===== config.mk =====
export PLATFORM = sky130hd
export DESIGN_NAME = seven_seg_scanner
export DESIGN_NICKNAME = d
export VERILOG_FILES = /design/src/rtl/seven_seg_scanner.sv
export SDC_FILE = /design/constraint.sdc
export NUM_CORES = 1
export LEC_CHECK = 0
export CORE_ASPECT_RATIO = 1.5
export CORE_MARGIN = 2
export CORE_UTILIZATION = 60
export CTS_CLUSTER_DIAMETER = 60
export CTS_CLUSTER_SIZE = 30
export DETAILED_ROUTE_END_ITERATION = 10
export GPL_TIMING_DRIVEN = 0
export PLACE_DENSITY = 0.87
export SLEW_MARGIN = 20
export SYNTH_ARGS = -nofsm -noshare
export SYNTH_HDL_FRONTEND = slang
export SYNTH_SLANG_ARGS = --single-unit
export TNS_END_PERCENT = 5

===== constraint.sdc =====
create_clock -name clk -period 4.21 [get_ports clk]
set_clock_uncertainty 0.05 [all_clocks]
set_input_delay 1.0525 -clock clk [delete_from_list [all_inputs] [get_ports clk]]
set_output_delay 1.0525 -clock clk [all_outputs]
set_load 0.02 [all_outputs]

===== src/rtl/seven_seg_scanner.sv =====
// seven_seg_scanner: time-multiplexed driver for a bank of common-anode
// 7-segment digits. A packed nibble value is captured into a shadow copy on
// 'load' and committed to the display registers only when the scan wraps
// back to digit 0, so a frame never shows a mix of old and new digits.
// Optional feature macro: SEVEN_SEG_HEX_EN (hex glyphs for codes 10-15).
module seven_seg_scanner #(
    parameter int NUM_DIGITS = 6,
    parameter int SCAN_DIV   = 50000,
    parameter int BLANK_CYC  = 500
) (
    input  logic                    clk,
    input  logic                    rst_n,
    input  logic [4*NUM_DIGITS-1:0] value,
    input  logic [NUM_DIGITS-1:0]   dp_mask,
    input  logic [NUM_DIGITS-1:0]   blank_mask,
    input  logic                    load,
    input  logic                    lz_suppress,
    input  logic                    hex_mode,
    output logic [NUM_DIGITS-1:0]   digit_sel,
    output logic [7:0]              leds,
    output logic                    frame_tick
);

    localparam int CNT_W = $clog2(SCAN_DIV);
    localparam int IDX_W = $clog2(NUM_DIGITS);
    localparam logic [CNT_W-1:0] CNT_LAST  = CNT_W'(SCAN_DIV - 1);
    localparam logic [IDX_W-1:0] IDX_LAST  = IDX_W'(NUM_DIGITS - 1);
    localparam logic [CNT_W-1:0] BLANK_END = CNT_W'(BLANK_CYC);

    logic [CNT_W-1:0]        cnt;
    logic [IDX_W-1:0]        idx;
    logic                    slot_end;
    logic                    frame_wrap;

    logic [4*NUM_DIGITS-1:0] shadow_value;
    logic [NUM_DIGITS-1:0]   shadow_dp;
    logic [NUM_DIGITS-1:0]   shadow_blank;
    logic                    pending;

    logic [4*NUM_DIGITS-1:0] disp_value;
    logic [NUM_DIGITS-1:0]   disp_dp;
    logic [NUM_DIGITS-1:0]   disp_blank;

    logic [3:0]              cur_code;
    logic                    cur_dp;
    logic                    cur_blank;
    logic                    cur_lead_zero;
    logic                    zero_run;
    logic [7:0]              glyph;
    logic [NUM_DIGITS-1:0]   next_sel;
    logic [7:0]              next_leds;

    assign slot_end   = (cnt == CNT_LAST);
    assign frame_wrap = slot_end && (idx == IDX_LAST);

    // Prescaler and digit index: one slot of SCAN_DIV cycles per digit.
    always_ff @(posedge clk or negedge rst_n) begin
        if (!rst_n) begin
            cnt <= '0;
            idx <= '0;
        end else if (slot_end) begin
            cnt <= '0;
            idx <= (idx == IDX_LAST) ? '0 : idx + 1'b1;
        end else begin
            cnt <= cnt + 1'b1;
        end
    end

    // Shadow capture on load; the display copy is only refreshed at the frame
    // wrap, and a load landing on that same cycle re-arms pending for the next frame.
    always_ff @(posedge clk or negedge rst_n) begin
        if (!rst_n) begin
            shadow_value <= '0;
            shadow_dp    <= '0;
            shadow_blank <= '0;
            pending      <= 1'b0;
            disp_value   <= '0;
            disp_dp      <= '0;
            disp_blank   <= '0;
        end else begin
            if (frame_wrap && pending) begin
                disp_value <= shadow_value;
                disp_dp    <= shadow_dp;
                disp_blank <= shadow_blank;
                pending    <= 1'b0;
            end
            if (load) begin
                shadow_value <= value;
                shadow_dp    <= dp_mask;
                shadow_blank <= blank_mask;
                pending      <= 1'b1;
            end
        end
    end

    // Select the current digit's fields and whether it sits in the leading-zero run.
    always_comb begin
        cur_code      = 4'h0;
        cur_dp        = 1'b0;
        cur_blank     = 1'b0;
        cur_lead_zero = 1'b0;
        zero_run      = 1'b1;
        for (int k = NUM_DIGITS - 1; k >= 0; k--) begin
            zero_run = zero_run && (disp_value[4*k +: 4] == 4'h0);
            if (idx == IDX_W'(k)) begin
                cur_code      = disp_value[4*k +: 4];
                cur_dp        = disp_dp[k];
                cur_blank     = disp_blank[k];
                cur_lead_zero = zero_run && (k != 0);
            end
        end
    end

    // Glyph lookup, active low with the DP bit left off.
    always_comb begin
        glyph = 8'hBF;
        case (cur_code)
            4'd0: glyph = 8'hC0;
            4'd1: glyph = 8'hF9;
            4'd2: glyph = 8'hA4;
            4'd3: glyph = 8'hB0;
            4'd4: glyph = 8'h99;
            4'd5: glyph = 8'h92;
            4'd6: glyph = 8'h82;
            4'd7: glyph = 8'hF8;
            4'd8: glyph = 8'h80;
            4'd9: glyph = 8'h90;
`ifdef SEVEN_SEG_HEX_EN
            4'd10: glyph = hex_mode ? 8'h88 : 8'hBF;
            4'd11: glyph = hex_mode ? 8'h83 : 8'hBF;
            4'd12: glyph = hex_mode ? 8'hC6 : 8'hBF;
            4'd13: glyph = hex_mode ? 8'hA1 : 8'hBF;
            4'd14: glyph = hex_mode ? 8'h86 : 8'hBF;
            4'd15: glyph = hex_mode ? 8'h8E : 8'hBF;
`endif
            default: glyph = 8'hBF;
        endcase
    end

`ifndef SEVEN_SEG_HEX_EN
    logic unused_hex_mode;
    assign unused_hex_mode = hex_mode;
`endif

    // Next anode/segment pattern: dark during the anti-ghosting window or for a
    // blanked digit, otherwise the glyph (or dark for a suppressed zero) plus DP.
    always_comb begin
        next_sel  = '1;
        next_leds = 8'hFF;
        if (!(cnt < BLANK_END) && !cur_blank) begin
            next_sel  = ~(NUM_DIGITS'(1) << idx);
            next_leds = (lz_suppress && cur_lead_zero) ? 8'hFF : glyph;
            if (cur_dp) begin
                next_leds[7] = 1'b0;
            end
        end
    end

    // Registered outputs; the tick marks the first output cycle of digit 0.
    always_ff @(posedge clk or negedge rst_n) begin
        if (!rst_n) begin
            digit_sel  <= '1;
            leds       <= 8'hFF;
            frame_tick <= 1'b0;
        end else begin
            digit_sel  <= next_sel;
            leds       <= next_leds;
            frame_tick <= (cnt == '0) && (idx == '0);
        end
    end

endmodule


## Word-level counts from Yosys, hierarchy flattened

Memories as Yosys holds them, arrays and structs flattened.
Index checks and enable logic that the tools add are counted.

- Bits of input ports: 41
- Logic and storage cells: 75
- Memories kept: 1
- Memory bits (read-only): 112
- Output and inout port bits: 15
- Register bits after elaboration: 107

- Shifts and indexed selects: 1
- Bitwise operators: 1
- Muxes and demuxes: 32
- Magnitude comparators: 1
- Add/subtract/negate cells: 2
- Equal/unequal tests: 6
- Reduce and logical (&&, ||, !) cells: 19

Memory list:

| name | depth | width | rd ports | clocked after memory_dff | wr ports | line | source |
|---|---|---|---|---|---|---|---|
| (name not given) | 16 | 7 | 1 | 0 | 0 | 117 | `case (cur_code)` |

Operators by type and width:

| cell | count |
|---|---|
| $mux 4 | 6 |
| $mux 1 | 21 |
| $logic_not 4->1 | 5 |
| $add 16x1->16 const B | 1 |
| $eq 16x16->1 const B | 1 |
| $logic_not 16->1 | 1 |
| $lt 16x9->1 const B | 1 |
| $mux 16 | 1 |
| $mux 8 | 2 |
| $logic_and 1x1->1 | 9 |
| $eq 3x2->1 const B | 2 |
| $eq 3x3->1 const B | 2 |
| $mux 6 | 1 |
| $not 6->6 | 1 |
| $shl 1x3->6 const A | 1 |
| $add 3x1->3 const B | 1 |
| $eq 3x1->1 const B | 1 |
| $logic_not 3->1 | 1 |
| $mux 3 | 1 |
| $logic_not 1->1 | 2 |
| $reduce_bool 2->1 | 1 |

## Logic depth before layout (Yosys ltp)

Gate-level depths: netlist of run 1.

- Depth in word-level cells: 11
- Gate-level depth with buffers: 13
- Gate-level depth less buffers: 10

## Worst setup path after synthesis of run 1

Ideal clock, no wire load.

- Kind: register to register
- Start point: register idx[0]
- End point: register leds[3]
- Required time: 4.094 ns
- Period minus slack after synthesis: 2.540 ns
- Arrival time: 2.424 ns
- Path slack: 1.670 ns
- Library setup time: 0.066 ns
- Buffers on the path: 2
- Stages on the path, launching flop included: 13
- Cells stage by stage: dfrtp_1 buf_2 buf_4 and2_1 ha_1 or3b_2 o21ai_0 o22ai_1 inv_1 ha_1 inv_1 o21ai_0 nand4_1

- Longest elaborated chain between the ends: 10
- Elaborated cells on any way between the ends: 30
- Those cells by class: 5 x eq/ne; 20 x mux; 4 x reduce/logical; 1 x memory

RTL lines:

| what | line | source |
|---|---|---|
| start, declared | 31 | `logic [IDX_W-1:0] idx;` |
| start signal, assigned | 63 | `idx <= (idx == IDX_LAST) ? '0 : idx + 1'b1;` |
| $eq 3x3->1 | 105 | `if (idx == IDX_W'(k)) begin` |
| $mux 4 or $mux 1 (tied branches) (6 in series) | 105 |  |
| $mem_v2 16x7, or another cell as far along | -- |  |
| $mux 8 or $logic_and 1x1->1 (tied branches) | 152, 150 |  |
| $mux 8 * | 150 | `if (!(cnt < BLANK_END) && !cur_blank) begin` |
| named net next_leds[3] | 51 | `logic [7:0] next_leds;` |
| end signal, assigned | 167 | `leds <= next_leds;` |
| end, declared | 20 | `output logic [7:0] leds,` |

The timed path passes the listed nets; every way through them passes the cells marked *.
A chain may end at the register's enable or synchronous reset.

## Worst setup path in the final report of run 1

- Start point: register idx[0]
- End point: register leds[2]

Same word-level chain as after synthesis.

==> impl_summary.log, run 1 <==
INFO  metric synth.cell_area = 4838 µm²
INFO  metric post-place-ws = between 1 and 1.5 ns
INFO  metric tritoncts_num_sinks = between 100 and 150
INFO  metric synth_sequential_area_ratio = between 50 and 60%
INFO  metric min-delay-path-class = reg2reg
INFO  metric grt_first_pass_wirelength = around 16 mm
INFO  metric final_antenna_net_count = 0
INFO  metric timing.final.max_slew_violations = 0
INFO  metric yosys_warn_count = 0
INFO  metric fp.dieArea = 8813 µm²
INFO  metric drt-total-wl = 9.490 mm
INFO  metric clock_buffer_count_from_cts = 9
INFO  metric max_freq = 0.3262 GHz
INFO  metric insertion_delay = about 0.34 ns
INFO  metric placed_area = 5529 µm²
INFO  metric timing.final.ws_setup = approximately 1.1 ns
INFO  metric synth_async_sr_flop_share = between 90% and 100%
INFO  metric rows = 40
INFO  metric finalSetupViolCount = 0
INFO  metric cts-htree-levels = 3
INFO  metric initialDrtViolationCount = 170
INFO  metric worstPathArrival = approximately 3.3 ns
INFO  metric critical-path-top-delay-family = compound AO/OA/AOI/OAI gates
INFO  metric place_hpwl = 6.908 mm
INFO  metric worstSetupPathType = reg2reg
INFO  metric cts.repair.resized = 0
INFO  metric most_used_flip_flop_cell_after_synthesis = sky130_fd_sc_hd__dfrtp_1
INFO  metric grt_pass1_vias = 3281
INFO  metric final.fill_count = approximately 570
INFO  metric die_w = 77.32 µm
INFO  metric synth_enable_flop_cells = 0
INFO  metric diodes = 0
INFO  metric critical_path.n_buffers_inverters = 3
INFO  metric port-buffer-count = 53
INFO  metric synth.top_cells.by_count = 93 x sky130_fd_sc_hd__dfrtp_1, 44 x sky130_fd_sc_hd__mux2_2, 30 x sky130_fd_sc_hd__mux2_4
INFO  metric first_pass_iters = 4
INFO  metric path_cells = buf_2 -> buf_4 -> and2_1 -> ha_1 -> clkbuf_1 -> nand2_1 -> o21ai_1 -> a221oi_2 -> o31ai_1 -> a21oi_2 -> o21ai_0
INFO  metric route.vias.total = approximately 3.1k
INFO  metric critPathSlowestCell = sky130_fd_sc_hd__a221oi_2
INFO  metric num_io_pins = 56
INFO  metric post-synth-top-area-fraction = 48.10%
INFO  metric global_route.usage.total = 23.40%
INFO  metric min_period_over_period = 72.82%
INFO  metric worst_max_slew_margin_expressed_relative_to_the_limit = roughly three fifths
INFO  metric reg2reg_setup_slack = roughly 1.1 ns
INFO  metric post_synthesis_average_cell_area = between 10 and 15 µm²
INFO  metric placeableCoreArea = 7908 µm²
INFO  metric cellLeakagePower = around 0.0026 µW
INFO  metric synthesis.nets = approximately 420
INFO  metric cts_hold_buffers = 0
INFO  metric tritoncts = done
INFO  metric synthDominantAreaCellType = sky130_fd_sc_hd__dfrtp_1
INFO  metric hold_fails_final_rpt = 0
INFO  metric startpoint_type = flop
INFO  metric cts_setup_buffers = 0
INFO  metric layout.cell_area.non_filler = between 5000 and 6000 µm²
INFO  metric initial_core_util = around 60%
INFO  metric rsz0062_at_grt = false
INFO  metric postSynthCellCount = 373
INFO  metric power = between 1500 and 2000 µW
INFO  metric antenna_found_initial = 0
INFO  metric layout-area-overhead-vs-synth = 19.52%
INFO  metric netlist_top_cells_area = sky130_fd_sc_hd__dfrtp_1 48%, sky130_fd_sc_hd__mux2_2 10%, sky130_fd_sc_hd__mux2_4 9.3%
INFO  metric power.density_cell_area = around 330 nW/µm²
INFO  metric worstMarginPinSlew = approximately 0.63 ns
INFO  metric routabilityCongestion = 0.8859
INFO  metric synth_cell_types = 46
INFO  metric yosys.cell_count.top_type = sky130_fd_sc_hd__dfrtp_1
INFO  metric synth-seq-cells = roughly 110
INFO  metric worstPathMaxFanout = 10
INFO  metric remaining_drc_errors = 0
INFO  metric finalSetupTns = 0 ns
INFO  metric finalWorstPathRequiredPeriod = just over 3 ns
INFO  metric maximum_buffer_depth_of_the_clock_tree = 2
INFO  metric layout.nets = 483
INFO  metric critPathMaxStageDelay = between 0.5 and 0.6 ns
INFO  metric power.ir.vdd_worst = 290.3 µV
INFO  metric clk_pin_slew_worst_paths = around 0.06 ns
INFO  metric worstPathRequired = 4.41 ns
INFO  metric die_h = 114.0 µm
INFO  metric grt_start_max_net_pins = just under 90
INFO  metric final_layout_size_suffix_gt1_share = between 20% and 30%
INFO  metric outcome = finished, final reports clean
INFO  metric wl_per_cell = roughly 17 µm
INFO  metric clock-root-buffer = sky130_fd_sc_hd__clkbuf_16
INFO  metric routed_via_density = between 5 and 6
INFO  metric critical_path.endpoint_type = flop
INFO  metric maxCapViolations = 0
INFO  metric grt_remaining_overflow = 0
[final cells by class]
type	instances	area (µm²)	area share (%)
Sequential cell	107	2695	46.60
Multi-Input combinational cell	240	2009	34.75
Timing Repair Buffer	54	559.3	9.671
Clock buffer	13	240.2	4.154
Tap cell	105	131.4	2.272
Buffer	17	100.1	1.731
Inverter	9	33.78	0.5842
Clock inverter	2	13.76	0.2380
[worst register-to-register path, cell delays in order, from the launching register on]
cell	delay (ns)
sky130_fd_sc_hd__dfrtp_1	0.42
sky130_fd_sc_hd__buf_2	0.23
sky130_fd_sc_hd__buf_4	0.21
sky130_fd_sc_hd__and2_1	0.18
sky130_fd_sc_hd__ha_1	0.21
sky130_fd_sc_hd__clkbuf_1	0.24
sky130_fd_sc_hd__nand2_1	0.13
sky130_fd_sc_hd__o21ai_1	0.11
sky130_fd_sc_hd__a221oi_2	0.57
sky130_fd_sc_hd__o31ai_1	0.18
sky130_fd_sc_hd__a21oi_2	0.30
sky130_fd_sc_hd__o21ai_0	0.16
[cell families after synthesis]
kind of cell	synth area share, %
compound gates	6.128
xor+xnor	2.715
fa+ha+maj	1.034
buf+inv	2.767
flops	55.70
mux	22.03
simple gates	9.620
[placed cells by master (no fill, tap or decap), types with 3 or more instances in the layout]
| cell type | netlist | layout |
|---|---|---|
| sky130_fd_sc_hd__o21a_1 | 3 | 3 |
| sky130_fd_sc_hd__inv_1 | 8 | 8 |
| sky130_fd_sc_hd__ha_1 | 4 | 4 |
| sky130_fd_sc_hd__a21oi_1 | 7 | 7 |
| sky130_fd_sc_hd__xor2_1 | 8 | 8 |
| sky130_fd_sc_hd__nor4_1 | 6 | 6 |
| sky130_fd_sc_hd__o21ai_0 | 13 | 13 |
| sky130_fd_sc_hd__nand4_1 | 3 | 3 |
| sky130_fd_sc_hd__mux2_4 | 30 | 30 |
| sky130_fd_sc_hd__nor3_1 | 7 | 7 |
| sky130_fd_sc_hd__mux2_2 | 44 | 44 |
| sky130_fd_sc_hd__xnor2_1 | 7 | 7 |
| sky130_fd_sc_hd__a22oi_1 | 4 | 4 |
| sky130_fd_sc_hd__buf_6 | 3 | 4 |
| sky130_fd_sc_hd__dfstp_2 | 14 | 14 |
| sky130_fd_sc_hd__nand3_1 | 13 | 13 |
| sky130_fd_sc_hd__dfrtp_1 | 93 | 93 |
| sky130_fd_sc_hd__buf_2 | 5 | 5 |
| sky130_fd_sc_hd__nor2_1 | 25 | 25 |
| sky130_fd_sc_hd__mux2i_1 | 12 | 12 |
| sky130_fd_sc_hd__nor2b_1 | 3 | 3 |
| sky130_fd_sc_hd__o211ai_1 | 3 | 3 |
| sky130_fd_sc_hd__o22ai_1 | 4 | 4 |
| sky130_fd_sc_hd__nand2_1 | 18 | 18 |
| sky130_fd_sc_hd__clkbuf_1 | 7 | 11 |
| sky130_fd_sc_hd__clkbuf_16 | 0 | 9 |
| sky130_fd_sc_hd__clkdlybuf4s50_1 | 0 | 52 |
[state kept, by name (all words and copies together) (netlist names)]
| signal | flops |
|---|---|
| digit_sel | 6 |
| cnt | 16 |
| leds | 8 |
| idx | 3 |
| disp_value | 24 |
| shadow_dp | 6 |
| shadow_value | 24 |
| shadow_blank | 6 |
| disp_blank | 6 |
| disp_dp | 6 |
| frame_tick | 1 |
| pending | 1 |
[per-stage QoR]
step,hold WS (ns),util [%],std cells
final,0.4565,73.13,547
after global routing,0.4718,73.13,547
after CTS,0.4516,73.13,547
after detailed placement,0.4426,69.92,532
after global placement,0.4225,69.56,531
after floorplan,0.4071,-,373
[power by group]
part           internal (µW)  switching [µW]  leakage (µW)
clock                    399             344      0.000124
sequential              1060            19.4       0.00135
combinational           65.6            39.7       0.00115
[metal layers]
layer | GRT usage [%] | vias up | share of wire, %
li1 | - | 1454 | -
met3 | 4.272 | 11 | 3.4
met5 | 0 | - | 0
met1 | 27.27 | 1593 | 40
met4 | 9.524 | 0 | 1.6
met2 | 42.32 | 76 | 55
[worst paths after layout]
kind / start / end / cells after the start
worst max-delay path: idx[0] / leds[2] / 11
worst min-delay path: shadow_value[22] / disp_value[22] / 1
worst max register to register: idx[0] / leds[2] / 11
worst min register to register: shadow_value[22] / disp_value[22] / 1
max in group asynchronous: rst_n / leds[6] / 2
min in group asynchronous: rst_n / cnt[11] / 1
(Power assumes the default switching activity.)
==> run 2, diff against run 1 <==
--- a/config.mk
+++ b/config.mk
@@ -7,12 +7,12 @@
 export LEC_CHECK = 0
 export CORE_ASPECT_RATIO = 1.5
 export CORE_MARGIN = 2
-export CORE_UTILIZATION = 60
+export CORE_UTILIZATION = 50
 export CTS_CLUSTER_DIAMETER = 60
 export CTS_CLUSTER_SIZE = 30
 export DETAILED_ROUTE_END_ITERATION = 10
 export GPL_TIMING_DRIVEN = 0
-export PLACE_DENSITY = 0.87
+export PLACE_DENSITY = 0.77
 export SLEW_MARGIN = 20
 export SYNTH_ARGS = -nofsm -noshare
 export SYNTH_HDL_FRONTEND = slang
==> constraint.sdc (replaced) <==
create_clock -name clk -period 2.8 [get_ports clk]
set_clock_uncertainty 0.05 [all_clocks]
set_input_delay 0.7 -clock clk [delete_from_list [all_inputs] [get_ports clk]]
set_output_delay 0.7 -clock clk [all_outputs]
set_load 0.02 [all_outputs]
==> run 2 against run 1 <==
  * First-iteration DRC count rose by 21%
  * Non-clock buffer count is 2 higher
  * Hold slack worse by 0.25 ns
  * Total power grew 59%
  * Cell area rose by 2.4%
  * Die area rose by 19%
  * Critical path depth grew 1
  * Wire length decreased by 3.8%
  * Clock power rose by 73%
  * Sequential cell count did not move
==> impl_summary.log, run 2 (synthesis results as in run 1) <==
INFO  metric fp.dieArea = 10500 µm² (+19%)
INFO  metric worst_max_slew_margin_expressed_relative_to_the_limit = 55.98% (-2.2 points)
INFO  metric grt_first_pass_wirelength = 15.72 mm (-2.3%)
INFO  metric timing.final.max_slew_violations = 0 (unchanged)
INFO  metric place_hpwl = 6.615 mm (-4.2%)
INFO  metric power.switching_fraction = 20.39% (-0.47 points)
INFO  metric finish.cell_count_without_fillers = 560 (+2.4%)
INFO  metric internal_power = 2443 µW (+60%)
INFO  metric drt-total-wl = 9.132 mm (-3.8%)
INFO  metric power_frac_seq = 53.0% (-3.1 points)
INFO  metric diodes = 0 (unchanged)
INFO  metric tritoncts = done
INFO  metric worstMarginPinSlew = 0.6602 ns (+0.03339 ns)
INFO  metric critPathSlowestCell = sky130_fd_sc_hd__or3b_4
INFO  metric cellLeakagePower = 0.002668 µW (+1.8%)
INFO  metric finalWorstPathRequiredPeriod = 2.681 ns (-0.3843 ns)
INFO  metric final_layout_size_suffix_gt1_share = 28.09% (+2.1 points)
INFO  metric path_depth = 12 (+1)
INFO  metric clk_pin_slew_worst_paths = 0.07 ns (about the same)
INFO  metric most-common-layout-cells = 93 x sky130_fd_sc_hd__dfrtp_1, 52 x sky130_fd_sc_hd__clkdlybuf4s50_1, 44 x sky130_fd_sc_hd__mux2_2
INFO  metric maximum_buffer_depth_of_the_clock_tree = 2 (unchanged)
INFO  metric port-buffer-count = 53 (unchanged)
INFO  metric min_period_over_period = 95.76% (+23 points)
INFO  metric hold_fails_final_rpt = 0 (unchanged)
INFO  metric num_io_pins = 56 (unchanged)
INFO  metric grt_start_max_net_pins = 66 (-24%)
INFO  metric critical_path.n_buffers_inverters = 4 (+1)
INFO  metric critical_path.endpoint = leds[3]
INFO  metric worstPathRequired = 3.02 ns (-1.39 ns)
INFO  metric grt_remaining_overflow = 0 (unchanged)
INFO  metric placed_cells_incl_taps = 542 (+1.9%)
INFO  metric multi_input_area = 2059 µm² (+2.5%)
INFO  metric antenna_found_initial = 0 (unchanged)
INFO  metric power.density_cell_area = 518.5 nW/µm² (+55%)
INFO  metric die_h = 124.5 µm (+9.2%)
INFO  metric routed_via_density = 5.564 (-2.9%)
INFO  metric placeableCoreArea = 9524 µm² (+20%)
INFO  metric final.fill_count = 763 (+34%)
INFO  metric max_freq = 0.3729 GHz (+14%)
INFO  metric worstPathMaxFanout = 10 (unchanged)
INFO  metric layout.nets = 485 (+0.41%)
INFO  metric cts-htree-levels = 3 (unchanged)
INFO  metric wl_per_cell = 16.31 µm (-6.0%)
INFO  metric critical_path.reg2reg.startpoint = idx[0]
INFO  metric initial_core_util = 50.80% (-10 points)
INFO  metric finalSetupViolCount = 0 (unchanged)
INFO  metric initialDrtViolationCount = 205 (+21%)
INFO  metric rsz0062_at_grt = true
INFO  metric grt_pass1_vias = 3217 (-2.0%)
INFO  metric die_w = 84.32 µm (+9.1%)
INFO  metric critical-path-top-delay-family = simple AND/OR/NAND/NOR gates
INFO  metric reg2reg_setup_slack = 0.12 ns (-1.03 ns)
INFO  metric maxCapViolations = 0 (unchanged)
INFO  metric first_pass_iters = 4 (unchanged)
INFO  metric worstSetupPathType = reg2reg
INFO  metric cts_hold_buffers = 0 (unchanged)
INFO  metric tritoncts_num_sinks = 107 (unchanged)
INFO  metric critical_path.endpoint_type = flop
INFO  metric worstPathArrival = 2.90 ns (-0.37 ns)
INFO  metric layout-area-overhead-vs-synth = 22.34%
INFO  metric min-delay-path-class = in2async
INFO  metric startpoint_type = flop
INFO  metric insertion_delay = 0.34 ns (about the same)
INFO  metric routabilityCongestion = 0.8702 (-1.8%)
INFO  metric rows = 44 (+10%)
INFO  metric critPathMaxStageDelay = 0.43 ns (-0.14 ns)
INFO  metric clock-root-buffer = sky130_fd_sc_hd__clkbuf_16
INFO  metric path_cells = buf_4 -> buf_4 -> and2_1 -> ha_1 -> or3b_4 -> o21ai_1 -> a22oi_2 -> inv_1 -> ha_1 -> inv_1 -> o21ai_1 -> nand4_1
INFO  metric route.vias.total = 3116 (-0.57%)
INFO  metric final_antenna_net_count = 0 (unchanged)
INFO  metric register_area = 2695 µm² (unchanged)
INFO  metric outcome = finished, final reports clean
INFO  metric layout_commonest_cell = sky130_fd_sc_hd__dfrtp_1
INFO  metric utilization = 62.15% (-11 points)
INFO  metric clock_power_share = 41.8% (+3.3 points)
INFO  metric startpoint_of_the_worst_setup_timing_path = idx[0]
INFO  metric global_route.usage.total = 18.70% (-4.7 points)
INFO  metric switchingPower = 625.6 µW (+55%)
INFO  metric clock_buffer_count_from_cts = 9 (unchanged)
INFO  metric top_regs = disp_value x24, shadow_value x24, cnt x16
INFO  metric power.ir.vdd_worst = 494.6 µV (+70%)
INFO  metric reg2reg_to = leds[3]
INFO  metric comb_power_share = 5.2% (-0.3 points)
INFO  metric reg2reg_depth = 12 (+1)
INFO  metric remaining_drc_errors = 0 (unchanged)
run 2: stage by stage:
step           TNS (ns)  cell area [µm²]  setup slack, ns  hold slack, ns  total power (µW)
3_5_place_dp     -1.092             5542          -0.1809          0.4327              1820
4_1_cts               0             5891         0.007512          0.2191              3101
3_3_place_gp    -283.90             5513           -2.813          0.4231              1806
2_1_floorplan         0             4838           0.2596          0.3544              1710
6_report              0             5919           0.1186          0.2092              3069
5_1_grt        -0.01492             5919        -0.006266          0.2349              3173
run 2: worst min-delay path by stage:
stage               startpoint      end  slack [ns]  cells after the start
floorplan                rst_n   cnt[0]        0.35                      0
global placement        cnt[7]   cnt[7]        0.42                      1
detailed placement     cnt[13]  cnt[13]        0.43                      1
CTS                      rst_n  cnt[12]        0.22                      1
global route             rst_n  cnt[12]        0.23                      1
finish                   rst_n  cnt[12]        0.21                      1
run 2: layer usage:
metal / track usage [%] / vias to the layer above / part of all wire [%]
met5: 0 / - / 0
met4: 6.926 / 0 / 1.8
li1: - / 1466 / -
met1: 23.50 / 1568 / 43
met3: 3.313 / 13 / 3.1
met2: 32.07 / 69 / 53
run 2: final cells by class:
type / count / area share (%)
Multi-Input combinational cell: 240 / 34.79
Clock buffer: 13 / 4.397
Inverter: 9 / 0.5707
Sequential cell: 107 / 45.53
Clock inverter: 3 / 0.7821
Timing Repair Buffer: 56 / 9.702
Buffer: 17 / 1.797
Tap cell: 115 / 2.431
run 2: what timing repair did:
action,4_1_cts,5_1_grt
resized for setup,8,10
pin swaps,1,2
setup endpoints to repair,7,7
cloned,0,0
buffers inserted,1,1
run 2: power groups by stage:
stage          combinational (µW)  clock [µW]  sequential, µW
6_report                      158        1280            1630
5_1_grt                       175        1360            1630
4_1_cts                       162        1310            1630
3_3_place_gp                  151           0            1660
2_1_floorplan                64.7           0            1640
3_5_place_dp                  162           0            1660
run 2: worst reg2reg max path: stages (launching register included):
cell,delay (ns)
sky130_fd_sc_hd__dfrtp_1,0.41
sky130_fd_sc_hd__buf_4,0.20
sky130_fd_sc_hd__buf_4,0.19
sky130_fd_sc_hd__and2_1,0.17
sky130_fd_sc_hd__ha_1,0.21
sky130_fd_sc_hd__or3b_4,0.43
sky130_fd_sc_hd__o21ai_1,0.25
sky130_fd_sc_hd__a22oi_2,0.13
sky130_fd_sc_hd__inv_1,0.08
sky130_fd_sc_hd__ha_1,0.23
sky130_fd_sc_hd__inv_1,0.06
sky130_fd_sc_hd__o21ai_1,0.07
sky130_fd_sc_hd__nand4_1,0.13
==> run 3, diff against run 2 <==
--- a/config.mk
+++ b/config.mk
@@ -5,6 +5,7 @@
 export SDC_FILE = /design/constraint.sdc
 export NUM_CORES = 1
 export LEC_CHECK = 0
+export CAP_MARGIN = 10
 export CORE_ASPECT_RATIO = 1.5
 export CORE_MARGIN = 2
 export CORE_UTILIZATION = 50
==> results of run 3 <==
The final DEF is identical to that of run 2; final timing and power are the same.
